**src/rtl/wb_board_arbiter_pkg.sv**
```systemverilog
// Shared types and constants for the game-board Wishbone arbiter.
//   arb_state_t       : arbiter FSM states
//   BOARD_ARB_TIMEOUT : default watchdog limit (cycles stb may wait for ack)
package wb_board_arbiter_pkg;

  typedef enum logic [1:0] {
    ARB_IDLE    = 2'd0,
    ARB_BUSY    = 2'd1,
    ARB_RELEASE = 2'd2
  } arb_state_t;

  localparam int BOARD_ARB_TIMEOUT = 64;

endpackage

```
**src/rtl/wb_board_arbiter_if.sv**
```systemverilog
// Bus bundle between the game masters, the arbiter and the board memory.
//   m_* : N packed master-side Wishbone signals (master i at slice i)
//   s_* : single slave-side Wishbone port towards game_board_mem
// Modports:
//   master : the environment (masters plus memory) driving requests and slave replies
//   slave  : the arbiter, consuming requests and driving the shared slave port
interface wb_board_arbiter_if #(
  parameter int N_MASTERS = 3,
  parameter int ADDR_W    = 8,
  parameter int DATA_W    = 16
) ();

  logic [N_MASTERS-1:0]        m_cyc;
  logic [N_MASTERS-1:0]        m_stb;
  logic [N_MASTERS-1:0]        m_we;
  logic [N_MASTERS*ADDR_W-1:0] m_adr;
  logic [N_MASTERS*DATA_W-1:0] m_dat_w;
  logic [DATA_W-1:0]           m_dat_r;
  logic [N_MASTERS-1:0]        m_ack;
  logic [N_MASTERS-1:0]        m_err;

  logic                        s_cyc;
  logic                        s_stb;
  logic                        s_we;
  logic [ADDR_W-1:0]           s_adr;
  logic [DATA_W-1:0]           s_dat_w;
  logic [DATA_W-1:0]           s_dat_r;
  logic                        s_ack;

  modport master (
    output m_cyc, m_stb, m_we, m_adr, m_dat_w, s_dat_r, s_ack,
    input  m_dat_r, m_ack, m_err, s_cyc, s_stb, s_we, s_adr, s_dat_w
  );

  modport slave (
    input  m_cyc, m_stb, m_we, m_adr, m_dat_w, s_dat_r, s_ack,
    output m_dat_r, m_ack, m_err, s_cyc, s_stb, s_we, s_adr, s_dat_w
  );

endinterface

```
**src/rtl/wb_board_arbiter_rr_picker.sv**
```systemverilog
// Combinational round-robin picker.
//   req      in  : per-master request vector
//   last_idx in  : index of the master served most recently
//   gnt      out : one-hot first requester found scanning upward from last_idx+1 (wraps mod N)
//   gnt_idx  out : binary index of gnt
//   valid    out : at least one request present
module rr_picker
  import wb_board_arbiter_pkg::*;
#(
  parameter int N = 3
) (
  input  logic [N-1:0]         req,
  input  logic [$clog2(N)-1:0] last_idx,
  output logic [N-1:0]         gnt,
  output logic [$clog2(N)-1:0] gnt_idx,
  output logic                 valid
);

  localparam int IDX_W = $clog2(N);

  logic             w_found;
  logic [IDX_W-1:0] w_cand;

  // scan candidates last_idx+1 .. last_idx+N; wrap is mod N so non-power-of-2 counts work
  always_comb begin
    gnt     = '0;
    gnt_idx = '0;
    w_found = 1'b0;
    w_cand  = '0;
    for (int k = 1; k <= N; k++) begin
      w_cand = IDX_W'((int'(last_idx) + k) % N);
      if (!w_found && req[w_cand]) begin
        w_found      = 1'b1;
        gnt[w_cand]  = 1'b1;
        gnt_idx      = w_cand;
      end else begin
        w_found = w_found;
      end
    end
  end

  assign valid = |req;

endmodule

```
**src/rtl/wb_board_arbiter.sv**
```systemverilog
// Round-robin arbiter sharing the board-memory Wishbone slave between N masters.
// The owner keeps the bus for its whole cyc; a watchdog forces release when stb waits
// TIMEOUT_CYC cycles without ack, signalling a 1-cycle m_err to the owner.
//   clk, rst_n : clock, asynchronous active-low reset
//   bus        : slave modport (m_* from masters, s_* towards memory)
//   grant      : one-hot current owner
module wb_board_arbiter
  import wb_board_arbiter_pkg::*;
#(
  parameter int N_MASTERS   = 3,
  parameter int ADDR_W      = 8,
  parameter int DATA_W      = 16,
  parameter int TIMEOUT_CYC = BOARD_ARB_TIMEOUT
) (
  input  logic                 clk,
  input  logic                 rst_n,
  wb_board_arbiter_if.slave    bus,
  output logic [N_MASTERS-1:0] grant
);

  localparam int               IDX_W      = $clog2(N_MASTERS);
  localparam int               WDOG_W     = $clog2(TIMEOUT_CYC);
  localparam logic [IDX_W-1:0] LAST_RST   = IDX_W'(N_MASTERS - 1);
  localparam logic [WDOG_W-1:0] WDOG_LIMIT = WDOG_W'(TIMEOUT_CYC - 1);
  localparam logic [WDOG_W-1:0] WDOG_MAX   = '1;
  localparam logic [WDOG_W-1:0] WDOG_ONE   = WDOG_W'(1);

  arb_state_t           r_state,    w_state_nxt;
  logic [N_MASTERS-1:0] r_grant,    w_grant_nxt;
  logic [N_MASTERS-1:0] r_err,      w_err_nxt;
  logic [IDX_W-1:0]     r_owner,    w_owner_nxt;
  logic [IDX_W-1:0]     r_last_idx, w_last_idx_nxt;
  logic [WDOG_W-1:0]    r_wdog,     w_wdog_nxt;

  logic [N_MASTERS-1:0] w_pick_gnt;
  logic [IDX_W-1:0]     w_pick_idx;
  logic                 w_pick_valid;
  logic                 w_owner_cyc;
  logic                 w_stall;

  logic                 w_s_cyc, w_s_stb, w_s_we;
  logic [ADDR_W-1:0]    w_s_adr;
  logic [DATA_W-1:0]    w_s_dat_w;

  rr_picker #(.N(N_MASTERS)) u_picker (
    .req      (bus.m_cyc),
    .last_idx (r_last_idx),
    .gnt      (w_pick_gnt),
    .gnt_idx  (w_pick_idx),
    .valid    (w_pick_valid)
  );

  // one-hot AND-OR mux of the owner onto the slave port; all zero when nobody holds grant
  always_comb begin
    w_s_cyc   = 1'b0;
    w_s_stb   = 1'b0;
    w_s_we    = 1'b0;
    w_s_adr   = '0;
    w_s_dat_w = '0;
    for (int i = 0; i < N_MASTERS; i++) begin
      w_s_cyc   = w_s_cyc | (r_grant[i] & bus.m_cyc[i]);
      w_s_stb   = w_s_stb | (r_grant[i] & bus.m_stb[i]);
      w_s_we    = w_s_we  | (r_grant[i] & bus.m_we[i]);
      w_s_adr   = w_s_adr   | ({ADDR_W{r_grant[i]}} & bus.m_adr[i*ADDR_W +: ADDR_W]);
      w_s_dat_w = w_s_dat_w | ({DATA_W{r_grant[i]}} & bus.m_dat_w[i*DATA_W +: DATA_W]);
    end
  end

  assign bus.s_cyc   = w_s_cyc;
  assign bus.s_stb   = w_s_stb;
  assign bus.s_we    = w_s_we;
  assign bus.s_adr   = w_s_adr;
  assign bus.s_dat_w = w_s_dat_w;
  assign bus.m_dat_r = bus.s_dat_r;
  assign bus.m_ack   = {N_MASTERS{bus.s_ack}} & r_grant;
  assign bus.m_err   = r_err;
  assign grant       = r_grant;

  assign w_owner_cyc = |(bus.m_cyc & r_grant);
  assign w_stall     = w_s_stb & ~bus.s_ack;

  // next-state, grant, watchdog and error decode
  always_comb begin
    w_state_nxt    = r_state;
    w_grant_nxt    = r_grant;
    w_owner_nxt    = r_owner;
    w_last_idx_nxt = r_last_idx;
    w_err_nxt      = '0;
    // watchdog counts stalled strobes only and saturates; outside BUSY s_stb is 0 so it clears
    if (w_stall) begin
      w_wdog_nxt = (r_wdog == WDOG_MAX) ? r_wdog : r_wdog + WDOG_ONE;
    end else begin
      w_wdog_nxt = '0;
    end
    case (r_state)
      ARB_IDLE: begin
        if (w_pick_valid) begin
          w_grant_nxt = w_pick_gnt;
          w_owner_nxt = w_pick_idx;
          w_state_nxt = ARB_BUSY;
        end else begin
          w_state_nxt = ARB_IDLE;
        end
      end
      ARB_BUSY: begin
        // a cyc drop wins over the watchdog; an ack in the limit cycle cancels the timeout
        if (!w_owner_cyc) begin
          w_grant_nxt    = '0;
          w_last_idx_nxt = r_owner;
          w_state_nxt    = ARB_RELEASE;
        end else if ((r_wdog == WDOG_LIMIT) && !bus.s_ack) begin
          w_err_nxt      = r_grant;
          w_grant_nxt    = '0;
          w_last_idx_nxt = r_owner;
          w_state_nxt    = ARB_RELEASE;
        end else begin
          w_state_nxt = ARB_BUSY;
        end
      end
      ARB_RELEASE: begin
        w_wdog_nxt  = '0;
        w_state_nxt = ARB_IDLE;
      end
      default: begin
        w_grant_nxt = '0;
        w_wdog_nxt  = '0;
        w_state_nxt = ARB_IDLE;
      end
    endcase
  end

  // state, grant, watchdog and error registers
  always_ff @(posedge clk or negedge rst_n) begin
    if (!rst_n) begin
      r_state    <= ARB_IDLE;
      r_grant    <= '0;
      r_owner    <= '0;
      r_last_idx <= LAST_RST;
      r_wdog     <= '0;
      r_err      <= '0;
    end else begin
      r_state    <= w_state_nxt;
      r_grant    <= w_grant_nxt;
      r_owner    <= w_owner_nxt;
      r_last_idx <= w_last_idx_nxt;
      r_wdog     <= w_wdog_nxt;
      r_err      <= w_err_nxt;
    end
  end

endmodule
```
**src/flat_wrapper.sv**
```systemverilog
// flat-port wrapper written by rule: the top's interface ports become plain ports
module wb_board_arbiter_flat import wb_board_arbiter_pkg::*;
#(
  parameter int N_MASTERS   = 3,
  parameter int ADDR_W      = 8,
  parameter int DATA_W      = 16,
  parameter int TIMEOUT_CYC = BOARD_ARB_TIMEOUT
)
  (clk, rst_n, grant, bus_m_cyc, bus_m_stb, bus_m_we, bus_m_adr, bus_m_dat_w, bus_s_dat_r, bus_s_ack, bus_m_dat_r, bus_m_ack, bus_m_err, bus_s_cyc, bus_s_stb, bus_s_we, bus_s_adr, bus_s_dat_w);
  wb_board_arbiter_if #(.N_MASTERS(N_MASTERS), .ADDR_W(ADDR_W), .DATA_W(DATA_W)) bus_i ();
  input  logic clk;
  input  logic rst_n;
  output logic [N_MASTERS-1:0] grant;
  input wire logic [$bits(bus_i.m_cyc)-1:0] bus_m_cyc;
  input wire logic [$bits(bus_i.m_stb)-1:0] bus_m_stb;
  input wire logic [$bits(bus_i.m_we)-1:0] bus_m_we;
  input wire logic [$bits(bus_i.m_adr)-1:0] bus_m_adr;
  input wire logic [$bits(bus_i.m_dat_w)-1:0] bus_m_dat_w;
  input wire logic [$bits(bus_i.s_dat_r)-1:0] bus_s_dat_r;
  input wire logic [$bits(bus_i.s_ack)-1:0] bus_s_ack;
  output wire logic [$bits(bus_i.m_dat_r)-1:0] bus_m_dat_r;
  output wire logic [$bits(bus_i.m_ack)-1:0] bus_m_ack;
  output wire logic [$bits(bus_i.m_err)-1:0] bus_m_err;
  output wire logic [$bits(bus_i.s_cyc)-1:0] bus_s_cyc;
  output wire logic [$bits(bus_i.s_stb)-1:0] bus_s_stb;
  output wire logic [$bits(bus_i.s_we)-1:0] bus_s_we;
  output wire logic [$bits(bus_i.s_adr)-1:0] bus_s_adr;
  output wire logic [$bits(bus_i.s_dat_w)-1:0] bus_s_dat_w;
  assign bus_i.m_cyc = bus_m_cyc;
  assign bus_i.m_stb = bus_m_stb;
  assign bus_i.m_we = bus_m_we;
  assign bus_i.m_adr = bus_m_adr;
  assign bus_i.m_dat_w = bus_m_dat_w;
  assign bus_i.s_dat_r = bus_s_dat_r;
  assign bus_i.s_ack = bus_s_ack;
  assign bus_m_dat_r = bus_i.m_dat_r;
  assign bus_m_ack = bus_i.m_ack;
  assign bus_m_err = bus_i.m_err;
  assign bus_s_cyc = bus_i.s_cyc;
  assign bus_s_stb = bus_i.s_stb;
  assign bus_s_we = bus_i.s_we;
  assign bus_s_adr = bus_i.s_adr;
  assign bus_s_dat_w = bus_i.s_dat_w;
  wb_board_arbiter #(.N_MASTERS(N_MASTERS), .ADDR_W(ADDR_W), .DATA_W(DATA_W), .TIMEOUT_CYC(TIMEOUT_CYC)) u_core (.clk(clk), .rst_n(rst_n), .bus(bus_i), .grant(grant));
endmodule
```
**config.mk**
```make
export PLATFORM = sky130hd
export DESIGN_NAME = wb_board_arbiter_flat
export DESIGN_NICKNAME = d
export VERILOG_FILES = /design/src/rtl/wb_board_arbiter_pkg.sv /design/src/rtl/wb_board_arbiter_if.sv /design/src/rtl/wb_board_arbiter_rr_picker.sv /design/src/rtl/wb_board_arbiter.sv /design/src/flat_wrapper.sv
export SDC_FILE = /design/constraint.sdc
export NUM_CORES = 1
export LEC_CHECK = 0
export BUFFER_PORTS_ARGS = -buffer_cell sky130_fd_sc_hd__buf_2
export CAP_MARGIN = 15
export CORE_ASPECT_RATIO = 0.7
export CORE_MARGIN = 2
export CORE_UTILIZATION = 34
export CTS_CLUSTER_SIZE = 14
export DETAILED_ROUTE_END_ITERATION = 8
export GPL_ROUTABILITY_DRIVEN = 0
export PLACE_DENSITY = 0.78
export SYNTH_ARGS = -nofsm -noshare
export SYNTH_HDL_FRONTEND = slang
export SYNTH_SLANG_ARGS = --single-unit
```
**constraint.sdc**
```tcl
create_clock -name clk -period 2 [get_ports clk]
set_clock_uncertainty 0.2 [all_clocks]
set_input_delay 0.4 -clock clk [delete_from_list [all_inputs] [get_ports clk]]
set_output_delay 0.4 -clock clk [all_outputs]
set_load 0.02 [all_outputs]
```
==> impl_metrics.env <==
export IMPL_status="finished with violations"
export IMPL_failed_checks="design-rule violations, negative setup slack"
export IMPL_hold_class="in2reg"
export IMPL_switching_share_pct=47.94
export IMPL_die_w_um=87.37
export IMPL_drc=3
export IMPL_setup_violations=18
export IMPL_grt_pass1_wl_mm=8.652
export IMPL_grt_max_degree=21
export IMPL_diodes=0
export IMPL_async_reset_ff_share_pct=100.0
export IMPL_ys_seq_area_share_pct=27.31
export IMPL_area_growth_syn_to_layout_pct=51.06
export IMPL_hpwl_mm=4.343
export IMPL_core_sq_mm=0.004730
export IMPL_worst_pin_slew_ps=460.6
export IMPL_worstPathMaxFanout=10
export IMPL_fillers=455
export IMPL_p_comb_share_pct=74.4
export IMPL_synthMostInstantiatedCell="inv_1"
export IMPL_crit_required_ps=1400
export IMPL_ys_seq_elements=18
export IMPL_clkTransAtPathRegs_ps=70
export IMPL_rows=21
export IMPL_drv_cap=0
export IMPL_cpPeakStageDelay_ps=420
export IMPL_synthTopCellsByArea="dfrtp_1 (26%), a222oi_1 (16%), buf_4 (7.3%)"
export IMPL_antenna_left=0
export IMPL_yosys_top_cells_count="inv_1 (30), a222oi_1 (27), dfrtp_1 (17), buf_4 (16), clkbuf_1 (14)"
export IMPL_io_buffers=119
export IMPL_criticalPathCategory="reg2out"
export IMPL_rsz0062_at_grt="true"
export IMPL_crit_start="u_core.grant[0]"
export IMPL_p_leak_nw=1.382
export IMPL_p_total_w=0.003405
export IMPL_nets=419
export IMPL_start_util_pct=34.97
export IMPL_slowest_stage="dfrtp_1"
export IMPL_multi_input_area_sq_um=943.4
export IMPL_cts_tree="yes"
export IMPL_reg2reg_from="u_core.grant[1]"
export IMPL_first_global_vias=1894
export IMPL_min_delay_start="bus_s_ack"
export IMPL_peakVddDrop_uv=724.3
export IMPL_period_needed_ps=2057
export IMPL_routedWlPerCell_um=15.44
export IMPL_hold_viol=0
export IMPL_setup_tns_ps=-466.3
export IMPL_pwr_share_clk_pct=8.6
export IMPL_cts_root_buf="clkbuf_8"
export IMPL_viasPerCell=5.424
export IMPL_p_seq_share_pct=17.0
export IMPL_ff2ff_path_depth=6
export IMPL_crit_chain="buf_6 -> a222oi_1 -> inv_1 -> buf_2"
export IMPL_syn_area_per_cell_sq_um=8.396
export IMPL_vias=2007
export IMPL_synth_fp_nets=302
export IMPL_first_iter_violations=203
export IMPL_relSlewSlack_pct=69.01
export IMPL_register_area_sq_um=452.9
export IMPL_min_to="u_core.r_state[0]"
export IMPL_die_h_um=62.36
export IMPL_clkLatencyLatePin_ps=250
export IMPL_clock_fmax_mhz=486.1
export IMPL_setup_ws_ps=-57.37
export IMPL_dieArea_sq_mm=0.005448
export IMPL_drive_gt1_share_pct=51.76
export IMPL_ios=152
export IMPL_htreeDepth=1
export IMPL_synth_cell_area_sq_mm=0.001654
export IMPL_yosysWarnings=0
export IMPL_critPathCaptureType="output port"
export IMPL_worst_ep_arrival_time_ps=1460
export IMPL_powerDensity_mw_per_mm2=1363
export IMPL_syn_inst=197
export IMPL_yosys_area_top_type="dfrtp_1"
export IMPL_synthDistinctLibCells=44
export IMPL_cts_max_path_buffers=2
export IMPL_synth_ff_type="dfrtp_1"
export IMPL_r2r_end="u_core.r_last_idx[0]"
export IMPL_min_path_cells=3
export IMPL_routed_wl_mm=5.712
export IMPL_cts_buffers=3
export IMPL_overflow=0
export IMPL_crit_family="flip-flops"
export IMPL_crit_buf_inv=3
export IMPL_maxSlewViolCount=0
export IMPL_internal_power_w=0.001773
export IMPL_startpoint_type="register"
export IMPL_firstDrtPassIters=9
export IMPL_p_switching_w=0.001632
export IMPL_r2r_slack_ps=60
export IMPL_netlist_area_leader_share_pct=25.72
export IMPL_track_usage_pct=19.20
export IMPL_cts_sinks=18
export IMPL_synth_edf_count=0
export IMPL_period_share_pct=102.9
export IMPL_antenna_found_initial=0
-- per-layer routing --
metal | track usage (%) | vias to the layer above | share of wire, %
met5 | 0 | - | 0
met2 | 32.95 | 87 | 49
met1 | 24.88 | 966 | 43
li1 | - | 954 | -
met3 | 4.521 | 0 | 8.2
met4 | 2.885 | 0 | 0
-- state kept, by name (all words and copies together) (netlist names) --
| signal | flops |
|---|---|
| u_core.r_last_idx | 2 |
| u_core.grant | 3 |
| u_core.r_owner | 2 |
| u_core.bus.m_err | 3 |
| u_core.r_state | 2 |
| u_core.r_wdog | 6 |
-- kinds of logic after synthesis --
kind of cell	synth area share (%)
buf+inv	18.38
compound gates	28.22
simple gates	16.34
flops	27.31
mux	4.917
fa+ha+maj	3.782
xor+xnor	1.059
-- repair_timing --
| item | CTS | global route |
|---|---|---|
| hold buffers | 1 | 0 |
| cloned | 1 | 0 |
| pin swaps | 22 | 9 |
| setup endpoints to repair | 28 | 34 |
| hold endpoints to repair | 17 | 0 |
| buffers inserted | 4 | 1 |
| resized for setup | 25 | 10 |
-- metrics by stage --
stage | instance area, sq um | setup slack (ps) | utilization (%) | hold slack (ps) | cells
after floorplan | 1654 | -10.07 | - | -95.59 | 197
after global placement | 2268 | 65.16 | 47.96 | 152.4 | 359
after detailed placement | 2268 | 6.456 | 47.96 | 156.7 | 359
after CTS | 2449 | -73.45 | 51.77 | 312.2 | 369
after global routing | 2499 | -168.5 | 52.83 | 337.3 | 370
final | 2499 | -57.37 | 52.83 | 312.6 | 370
-- tightest hold or removal path: stages --
cell and delay, ps:
buf_2 140, nor2_1 120, o31ai_1 70
-- power groups by stage --
stage | clock network (W) | logic, W | registers (W)
global route | 0.000326 | 0.00272 | 0.000594
detailed placement | 0 | 0.00221 | 0.000571
global placement | 0 | 0.00217 | 0.000567
floorplan | 0 | 0.00149 | 0.000569
finish | 0.000293 | 0.00253 | 0.000579
CTS | 0.000303 | 0.00242 | 0.000575
-- layout by cell type, fill, tap and decap left out, types with 2 or more instances in the layout --
cell type / synthesis / routed
a31oi_1: 5 / 5
xnor2_1: 2 / 2
buf_4: 16 / 20
nand2_1: 4 / 4
clkbuf_8: 0 / 4
nand3_1: 7 / 7
nor2b_1: 3 / 2
mux2_4: 2 / 2
a21oi_1: 6 / 6
and2_1: 7 / 7
buf_6: 1 / 13
buf_2: 0 / 110
mux2i_1: 4 / 4
inv_1: 30 / 30
nor3b_1: 4 / 3
nor2_1: 7 / 7
a222oi_1: 27 / 27
nor3_1: 4 / 4
dfrtp_1: 17 / 16
ha_1: 5 / 4
nand2b_1: 6 / 6
-- area by class of cell --
type,instances,area share (%)
Sequential cell,18,18.13
Clock buffer,4,2.203
Tap cell,57,2.854
Multi-Input combinational cell,116,37.76
Inverter,31,4.757
Timing Repair Buffer,144,34.30
-- worst max path at each step --
stage / depth (start not counted) / endpoint / slack (ps)
after CTS: 4 / bus_s_adr[6] / -70
final: 4 / bus_s_stb / -60
after detailed placement: 6 / u_core.grant[2] / 6
after global routing: 4 / bus_s_dat_w[14] / -170
after floorplan: 5 / u_core.r_last_idx[0] / -10
after global placement: 6 / u_core.grant[2] / 70
Power figures use the tool's default switching activity.
